<file path="src/rtl/bcd_pkg.sv">
// Shared types and helpers for the cascaded BCD/modulo counter.
package bcd_pkg;

  typedef logic [3:0] digit_t;

  // Loaded digits at or above the modulus are pulled back to the largest legal value.
  function automatic digit_t clamp_digit(input digit_t d, input int unsigned ceiling);
    if ({28'd0, d} >= ceiling) return digit_t'(ceiling - 1);
    return d;
  endfunction

endpackage

</file>
<file path="src/rtl/bcd_digit_updn.sv">
// One up/down modulo digit; cout is the combinational carry/borrow out of this digit.
module bcd_digit_updn
  import bcd_pkg::*;
#(
  parameter int unsigned COUNT_CEILING = 10
) (
  input  logic   clk,
  input  logic   reset,
  input  logic   en,
  input  logic   up,
  input  logic   clr,
  input  logic   load,
  input  digit_t ld_val,
  input  logic   wrap_en,
  output digit_t q,
  output logic   cout
);

  localparam digit_t MAX_VAL = digit_t'(COUNT_CEILING - 1);

  digit_t term;

  assign term = up ? MAX_VAL : '0;
  assign cout = en & (q == term);

  // wrap_en here means "allowed to roll over"; the top withholds it while saturating.
  always_ff @(posedge clk or negedge reset) begin
    if (!reset) begin
      q <= '0;
    end else if (clr) begin
      q <= '0;
    end else if (load) begin
      q <= clamp_digit(ld_val, COUNT_CEILING);
    end else if (en) begin
      if (q == term) begin
        if (wrap_en) q <= up ? '0 : MAX_VAL;
      end else begin
        q <= up ? q + 4'd1 : q - 4'd1;
      end
    end
  end

endmodule

</file>
<file path="src/rtl/bcd_multidigit_counter.sv">
// N-digit cascaded up/down modulo counter with clear, load, wrap/saturate and per-digit carries.
module bcd_multidigit_counter
  import bcd_pkg::*;
#(
  parameter int unsigned NUM_DIGITS    = 4,
  parameter int unsigned COUNT_CEILING = 10
) (
  input  logic                    clk,
  input  logic                    reset,
  input  logic                    enb,
  input  logic                    up,
  input  logic                    clr,
  input  logic                    load,
  input  logic [4*NUM_DIGITS-1:0] load_val,
  input  logic                    wrap_en,
  output logic [4*NUM_DIGITS-1:0] Q,
  output logic [NUM_DIGITS-1:0]   digit_carry,
  output logic                    carry,
  output logic                    at_term
);

  localparam digit_t MAX_VAL = digit_t'(COUNT_CEILING - 1);

  digit_t                term;
  logic [NUM_DIGITS-1:0] at_t;
  logic [NUM_DIGITS-1:0] dig_en;
  logic                  roll_ok;

  assign term = up ? MAX_VAL : '0;

  // Enable ripple is built from the registered digits only, so there is no loop through the cells.
  always_comb begin
    logic run;
    dig_en = '0;
    run    = enb & ~clr & ~load;
    for (int i = 0; i < NUM_DIGITS; i++) begin
      dig_en[i] = run;
      run       = run & at_t[i];
    end
  end

  assign carry   = digit_carry[NUM_DIGITS-1];
  assign at_term = &at_t;
  // A full terminal event while saturating freezes every digit; all of them sit at T then.
  assign roll_ok = wrap_en | ~carry;

  for (genvar g = 0; g < NUM_DIGITS; g++) begin : g_digit
    assign at_t[g] = (Q[4*g +: 4] == term);

    bcd_digit_updn #(
      .COUNT_CEILING(COUNT_CEILING)
    ) u_digit (
      .clk    (clk),
      .reset  (reset),
      .en     (dig_en[g]),
      .up     (up),
      .clr    (clr),
      .load   (load),
      .ld_val (load_val[4*g +: 4]),
      .wrap_en(roll_ok),
      .q      (Q[4*g +: 4]),
      .cout   (digit_carry[g])
    );
  end

endmodule

</file>
<file path="config.mk">
export PLATFORM = sky130hd
export DESIGN_NAME = bcd_multidigit_counter
export DESIGN_NICKNAME = d
export VERILOG_FILES = /design/src/rtl/bcd_pkg.sv /design/src/rtl/bcd_digit_updn.sv /design/src/rtl/bcd_multidigit_counter.sv
export SDC_FILE = /design/constraint.sdc
export NUM_CORES = 1
export LEC_CHECK = 0
export ABC_AREA = 1
export BUFFER_PORTS_ARGS = -buffer_cell sky130_fd_sc_hd__buf_2
export CORE_MARGIN = 5
export CORE_UTILIZATION = 50
export DETAILED_ROUTE_END_ITERATION = 10
export PLACE_DENSITY = 0.76
export SYNTH_ARGS = -nofsm -noshare
export SYNTH_HDL_FRONTEND = slang
export SYNTH_SLANG_ARGS = --single-unit
</file>
<file path="constraint.sdc">
create_clock -name clk -period 4 [get_ports clk]
set_input_delay 0.2 -clock clk [delete_from_list [all_inputs] [get_ports clk]]
set_output_delay 0.2 -clock clk [all_outputs]
set_load 0.03 [all_outputs]
</file>
### Yosys cells after proc, flatten, opt, wreduce, memory -nomap -nowiden

Cells that the tools add are included.

* memories: 0
* register bits after elaboration: 16
* output and inout port bits: 22
* input port bits: 23
* bits in latches: 0
* bits in writable memories: 0
* memory bits (read-only): 0

* $lt $le $gt $ge: 4
* bitwise gates (word level): 10
* muxes and demuxes: 43
* shift-type cells: 0
* equal/unequal tests: 8
* reduce and logical (&&, ||, !) cells: 9
* add/subtract/negate cells: 8
* div/mod/pow operators: 0
* multipliers: 0

Operators with widths (count)
* 2-to-1 mux 4 bit: 31
* adder 4 x 1 -> 4 bit, second input constant: 4
* equality test 4 bit: 4
* >= comparator 4 bit, second input constant: 4
* != test 4 x 3 -> 1 bit, second input constant: 4
* subtractor 4 x 1 -> 4 bit, second input constant: 4
* 2-to-1 mux 1 bit: 12
* nonzero test 3 bit: 4
* AND reduction 2 bit: 4
* AND 1 bit: 6
* AND reduction 4 bit: 1
* inverter 1 bit: 3
* OR 1 bit: 1

### Logic depth before layout (Yosys ltp)

Gate-level depths: netlist of the first run.

* depth after elaboration: 14
* gate-level depth with buffers: 11

### Cells and area by module

Synthesis of the first run repeated with hierarchy kept, for this count alone.

* cells, all modules: 327
* area total of the unflattened synthesis: 1946.9 um^2

Modules (own cells, without submodules)
* bcd_digit_updn: instances 4, cells each 72, sequential area each 100.1 um^2, area each 431.7 um^2
* bcd_multidigit_counter: instances 1, cells each 39, sequential area each 0.0 um^2, area each 220.2 um^2

### Worst setup path after synthesis of the first run

Ideal clock, no wire load.

* path type: flip-flop to output port
* start point: register g_digit[2].u_digit.q[3]
* end point: output port digit_carry[3]
* path slack: 1724 ps
* buffers on the path: 1
* required time: 3800 ps
* cell stages (with the launch flop): 9
* data arrival time: 2076 ps
* cell sequence: dfrtp_1 -> inv_1 -> nand2_2 -> nand2_1 -> nand3_2 -> nor2_2 -> inv_2 -> nor3_1 -> buf_4

* longest elaborated chain between the ends: 3

Ends and longest elaborated chain
* start, declared: line bcd_digit_updn.sv:15 `output digit_t q,`
* start signal, assigned: line bcd_digit_updn.sv:33 `q <= clamp_digit(ld_val, COUNT_CEILING);`
* start signal, assigned: line bcd_digit_updn.sv:36 `if (wrap_en) q <= up ? '0 : MAX_VAL;`
* start signal, assigned: line bcd_digit_updn.sv:38 `q <= up ? q + 4'd1 : q - 4'd1;`
* equality test 4 bit: line bcd_multidigit_counter.sv:48 `assign at_t[g] = (Q[4*g +: 4] == term);`
* AND 1 bit: line bcd_multidigit_counter.sv:38 `run = run & at_t[i];`
* AND 1 bit: line bcd_digit_updn.sv:24 `assign cout = en & (q == term);`
* end, declared: line bcd_multidigit_counter.sv:17 `output logic [NUM_DIGITS-1:0] digit_carry,`

Every way passes these cells.

### Worst setup path after layout of the first run

* start point: register g_digit[3].u_digit.q[3]
* end point: output port digit_carry[3]

* longest elaborated chain between the ends: 2

Ends and longest elaborated chain (line)
* start, declared: bcd_digit_updn.sv:15
* start signal, assigned: bcd_digit_updn.sv:33
* start signal, assigned: bcd_digit_updn.sv:36
* start signal, assigned: bcd_digit_updn.sv:38
* equality test 4 bit: bcd_digit_updn.sv:24
* AND 1 bit: bcd_digit_updn.sv:24

Every way passes these cells.

==> flow_summary_export.csv, run 1 <==
group,metric,value,unit
routing,drcViolationCount,0,
job,drv_cap,0,
placed_design,io_buffers,44,
setup_path,cp-end-kind,"output port",
global_route,grt_pass1_wl,7160,um
setup_path,path_delay_family,"simple AND/OR/NAND/NOR gates",
setup_path,cp_slowest_stage_delay,0.47,ns
timing,min_period,1.99,ns
placed_design,pre_cts_ws,2.10,ns
cells_and_area,largest_reg_flops,16,
pwr,leakage,0.00110,uW
routing,wl,4210,um
die,ioPinCount,45,
timing,fmax,0.502,GHz
timing,timing.final.crit_share,49.8,%
cts,clock-sinks,16,
synthesis,ys_seq_area_share,23.7,%
cts,clk_latency,0.29,ns
routing,wire_per_inst,12.5,um
synthesis,postSynth.asyncResetShare,100,%
cells_and_area,area_delta_synth_final,14.3,%
die,initial_core_util,51.0,%
timing,whs,0.261,ns
global_route,track_usage,20.1,%
placed_design,place_congestion,0.820,
setup_path,worst-path-max-fanout,6,
timing,setup_slack,2.01,ns
routing,dr.pass1.iters,4,
synthesis,yosysMostFrequentCell,"nand2_1",
setup_path,rr_startpoint,"g_digit[2].u_digit.q[0]",
placed_design,place_hpwl,3370,um
setup_path,path_cells,"nor2_1, nand2_1, nand2_1, nand2_1, nor2_2, inv_2, nor3_1, buf_2",
cts,cts_setup_buffers,0,
cells_and_area,postLayoutCellArea,1930,um^2
synthesis,synth_edf_count,0,
die,rows,21,
synthesis,netlist_area,1690,um^2
die,die_w,68.1,um
synthesis,synth.largest_area_cell,"dfrtp_1",
routing,dr_total_vias,1712,
placed_design,dpl_cell_area,1900,um^2
cells_and_area,fin_nets,328,
die,coreArea,3310,um^2
cells_and_area,largest_register,"g_digit.u_digit.q",
setup_path,cpMostUsedCell,"nand2_1",
global_route,antenna_found_initial,0,
synthesis,synth_top_area_share,23.7,%
setup_path,required,3.80,ns
synthesis,synthCells,253,
global_route,grt_pass1_vias,1685,
cells_and_area,diodes,0,
timing,final-max-slew-violation-count,0,
synthesis,yosysUniqueCellTypes,30,
timing,tns,0,ns
setup_path,slowest_stage,"dfrtp_1",
pwr,powerDensity,294,nW/um^2
cells_and_area,largestRegisters,"g_digit.u_digit.q x16",
worst_hold_path,min_path_type,"input pin to flop",
synthesis,ys.flop_type,"dfrtp_1",
cts,cts_tree,"built",
timing,worst_pin_slew,0.466,ns
worst_hold_path,hp-start,"enb",
synthesis,syn_nets,288,
cells_and_area,drive_gt1_share,24.1,%
setup_path,worstSetupStartpoint,"g_digit[3].u_digit.q[3]",
timing,rsz0062_at_grt,"no",
outcome,status,"finished clean",
routing,final_antenna_net_count,0,
timing,fin_skew,0.00855,ns
die,fp.dieH,68.1,um
die,dieArea,4640,um^2
routing,via_per_inst,5.08,
cts,cts_buffer_depth,2,
cts,cts-root-buf,"clkbuf_4",
setup_path,arrival,1.79,ns
routing,drt_first_iter_violations,56,
global_route,overflow,0,
setup_path,critical_path_buf_inv_count,2,
synthesis,syn_avg_cell_area,6.68,um^2
cts,htreeDepth,1,
timing,relSlewSlack,68.9,%
cells_and_area,fill_cells,353,
cts,cts.clk_slew.worst_paths,0.10,ns
timing,setup_viol,0,
setup_path,critical_path_class,"flop to output port",
pwr,peakVddDrop,142,uV
synthesis,ys_seq_elements,16,
synthesis,yosysWarnings,0,
timing,hold_viol_final,0,
synthesis,synth_area_leaders,"dfrtp_1 24%, nand2_1 16%, nand3_1 12%",
cts,numCtsBuffers,3,
synthesis,yosys-top-cells-count,"73 x nand2_1, 39 x nand3_1, 21 x inv_1",
setup_path,startpoint_type,"flop",
global_route,grt_max_degree,24,
setup_path,rrSetupSlack,2.37,ns
-- layout by cell type (no fill, tap or decap), drive strengths merged, types with 2 or more instances in the layout --
cell type	count
clkbuf	3
nor3	3
inv	27
nand3	42
fa	4
o21ai	8
nand4	3
nor2	20
a221oi	4
ha	8
dfrtp	16
clkinv	2
nand2	82
xnor2	5
a21oi	15
buf	44
-- worst min-delay path: stages --
cell and delay (ns):
buf_2 0.10, nand2_2 0.09, nand3_1 0.08, nand2_1 0.04
-- where the power goes --
group	total, uW	switching (uW)	internal, uW
sequential	208	27.2	180
clock	85.7	50.7	34.9
combinational	274	179	94.8
total	567	257	310
-- area by class of cell --
type	count	area, um^2	area share, %
clock buffer	3	22.5	1.17
inverter	29	110	5.70
multi-input combinational	198	1110	57.5
sequential	16	400	20.7
tap	46	57.6	2.98
timing repair buffer	45	230	11.9
-- cells by family after synthesis --
logic type               share of synthesized area, %
buffers and inverters                            10.6
AND/OR/NAND/NOR                                  42.6
adder cells (fa/ha/maj)                          10.7
XOR/XNOR                                         3.11
AO/OA/AOI/OAI                                    9.33
flip-flops                                       23.7
-- per-stage QoR --
stage / util, % / cells / total power (uW)
detailed placement: 57.3 / 333 / 484
finish: 58.3 / 337 / 567
global route: 58.3 / 337 / 621
CTS: 58.3 / 337 / 574
global placement: 57.3 / 333 / 482
floorplan: - / 253 / 411
-- path summary, 6_finish.rpt --
kind / to / depth (start not counted)
max in group asynchronous: g_digit[2].u_digit.q[1] / 2
min in group asynchronous: g_digit[3].u_digit.q[3] / 2
min: g_digit[0].u_digit.q[2] / 4
max: digit_carry[3] / 8
min reg2reg: g_digit[1].u_digit.q[3] / 2
max reg2reg: g_digit[2].u_digit.q[2] / 7
-- timing repair --
action,4_1_cts,5_1_grt
hold buffers,1,0
hold endpoints to repair,16,0
gates resized for setup,0,0
-- metal layers --
| layer | up-vias | wire length, um | global-route usage, % |
|---|---|---|---|
| met5 | - | 0 | 0 |
| met4 | 0 | 17 | 5.21 |
| met3 | 2 | 229 | 2.63 |
| met2 | 41 | 2080 | 35.0 |
| met1 | 765 | 1880 | 26.0 |
| li1 | 904 | - | - |
(Power assumes the default switching activity.)
==> run 2: changes to the inputs <==
--- a/config.mk
+++ b/config.mk
@@ -8,9 +8,9 @@
 export ABC_AREA = 1
 export BUFFER_PORTS_ARGS = -buffer_cell sky130_fd_sc_hd__buf_2
 export CORE_MARGIN = 5
-export CORE_UTILIZATION = 50
+export CORE_UTILIZATION = 48
 export DETAILED_ROUTE_END_ITERATION = 10
-export PLACE_DENSITY = 0.76
+export PLACE_DENSITY = 0.77
 export SYNTH_ARGS = -nofsm -noshare
 export SYNTH_HDL_FRONTEND = slang
 export SYNTH_SLANG_ARGS = --single-unit
==> constraint.sdc (replaced) <==
create_clock -name clk -period 1.64 [get_ports clk]
set_input_delay 0.082 -clock clk [delete_from_list [all_inputs] [get_ports clk]]
set_output_delay 0.082 -clock clk [all_outputs]
set_load 0.03 [all_outputs]
==> run 2 against run 1 <==
Against the previous run: the flow now finishes with violations (negative setup slack); sequential power rose by 140%; via count rose by 13%; total power rose to 2.9 times the previous value; largest power group unchanged.
==> flow_summary_export.csv, run 2 (same netlist as run 1, synthesis figures left out) <==
group,metric,value,unit
cts,cts_tree,"built",
pwr,finalPower,1630,uW
timing,rsz0062_at_grt,"yes",
outcome,status,"finished with violations",
global_route,antenna_found_initial,0,
routing,wl,5140,um
setup_path,cp_slowest_stage_delay,0.45,ns
placed_design,place_hpwl,3620,um
setup_path,rr_startpoint,"g_digit[0].u_digit.q[0]",
global_route,grt_pass1_vias,1827,
timing,tns,-0.442,ns
global_route,grt_max_degree,23,
setup_path,startpoint_type,"flop",
cells_and_area,largest_register,"g_digit.u_digit.q",
timing,setup_slack,-0.107,ns
routing,drt_first_iter_violations,162,
routing,wire_per_inst,14.3,um
placed_design,io_buffers,44,
worst_hold_path,hp-start,"enb",
setup_path,critical_path_class,"flop to output port",
cts,cts.clk_slew.worst_paths,0.11,ns
worst_hold_path,min_path_type,"input pin to flop",
die,die_w,69.3,um
placed_design,place_congestion,0.921,
cells_and_area,final_common_cell,"nand2_1",
setup_path,slowest_stage,"dfrtp_1",
die,ioPinCount,45,
routing,dr_total_vias,1934,
die,rows,21,
placed_design,pre_cts_ws,0.0122,ns
setup_path,worst-path-max-fanout,4,
global_route,track_usage,20.6,%
timing,timing.final.crit_share,107,%
setup_path,path_cells,"inv_2, nand2_2, nand2_2, nand3_4, nor2_4, inv_2, nor3_4, buf_6",
cts,clk_latency,0.31,ns
cts,clock-sinks,16,
die,dieArea,4810,um^2
timing,whs,0.0969,ns
global_route,overflow,0,
setup_path,cp-end-kind,"output port",
timing,setup_viol,8,
routing,final_antenna_net_count,0,
cells_and_area,largest_reg_flops,16,
cells_and_area,postLayoutCellArea,2280,um^2
cells_and_area,fill_cells,305,
global_route,grt_pass1_wl,8220,um
die,fp.dieH,69.3,um
setup_path,arrival,1.67,ns
routing,dr.pass1.iters,4,
timing,relSlewSlack,65.2,%
outcome,violations,"negative setup slack",
placed_design,dpl_cell_area,1980,um^2
timing,fmax,0.572,GHz
cells_and_area,area_delta_synth_final,35.2,%
pwr,leakage,0.00125,uW
cells_and_area,largestRegisters,"g_digit.u_digit.q x16",
job,drv_cap,0,
timing,min_period,1.75,ns
cells_and_area,fin_nets,350,
cts,cts-root-buf,"clkbuf_4",
routing,drcViolationCount,0,
timing,fin_skew,0.0119,ns
die,coreArea,3360,um^2
timing,final-max-slew-violation-count,0,
pwr,powerDensity,714,nW/um^2
routing,via_per_inst,5.37,
cts,numCtsBuffers,3,
timing,worst_pin_slew,0.522,ns
cts,cts_buffer_depth,2,
setup_path,worstSetupStartpoint,"g_digit[2].u_digit.q[3]",
setup_path,rrSetupSlack,-0.03,ns
cells_and_area,drive_gt1_share,37.3,%
pwr,peakVddDrop,439,uV
setup_path,required,1.56,ns
cts,htreeDepth,1,
cells_and_area,diodes,0,
cells_and_area,final_cell_mix,"67 x nand2_1, 39 x nand3_1, 38 x buf_2",
timing,hold_viol_final,0,
die,initial_core_util,50.2,%
[run 2: per-layer routing]
metal / vias up / wire (um) / part of all wire, % / global-route usage, %
met5: - / 0 / 0 / 0
met2: 64 / 2680 / 52 / 37.6
met1: 895 / 2040 / 40 / 24.9
met4: 0 / 115 / 2.2 / 4.56
met3: 15 / 300 / 5.8 / 3.91
li1: 960 / - / - / -
[run 2: final cells by class]
| class | count | area, um^2 | area share (%) |
|---|---|---|---|
| Sequential cell | 16 | 407 | 17.8 |
| Multi-Input combinational cell | 198 | 1220 | 53.3 |
| Clock buffer | 4 | 36.3 | 1.59 |
| Timing Repair Buffer | 67 | 453 | 19.8 |
| Inverter | 29 | 113 | 4.93 |
| Tap cell | 46 | 57.6 | 2.52 |
[run 2: worst paths after layout]
kind,end,depth (start not counted)
hold / removal,g_digit[0].u_digit.q[1],4
hold reg to reg,g_digit[1].u_digit.q[2],2
min in group asynchronous,g_digit[0].u_digit.q[1],2
setup reg to reg,g_digit[2].u_digit.q[2],11
setup / recovery,carry,8
max in group asynchronous,g_digit[2].u_digit.q[0],2
[run 2: worst max-delay path, delay by kind of cell, from the launching register on]
family                 cells  cell delay (ns)
buffers and inverters      3             0.34
DFF                        1             0.45
and+or+nand+nor            5             0.58
[run 2: timing repair]
action                     in CTS  in global routing
hold endpoints to repair       16                  0
resized for setup              28                 19
hold buffers                    1                  0
setup buffers                   9                  4
setup endpoints to repair       7                 17
pin swaps                       6                 11
[run 2: stage by stage]
step,utilization [%],instances
finish,67.9,360
detailed placement,59.0,342
global route,67.9,360
global placement,59.0,342
CTS,65.0,356
floorplan,-,253
[run 2: report_power, final]
part           internal (uW)  switching [uW]
combinational            322             523
sequential               443            61.1
clock                    136             147
total                    900             731
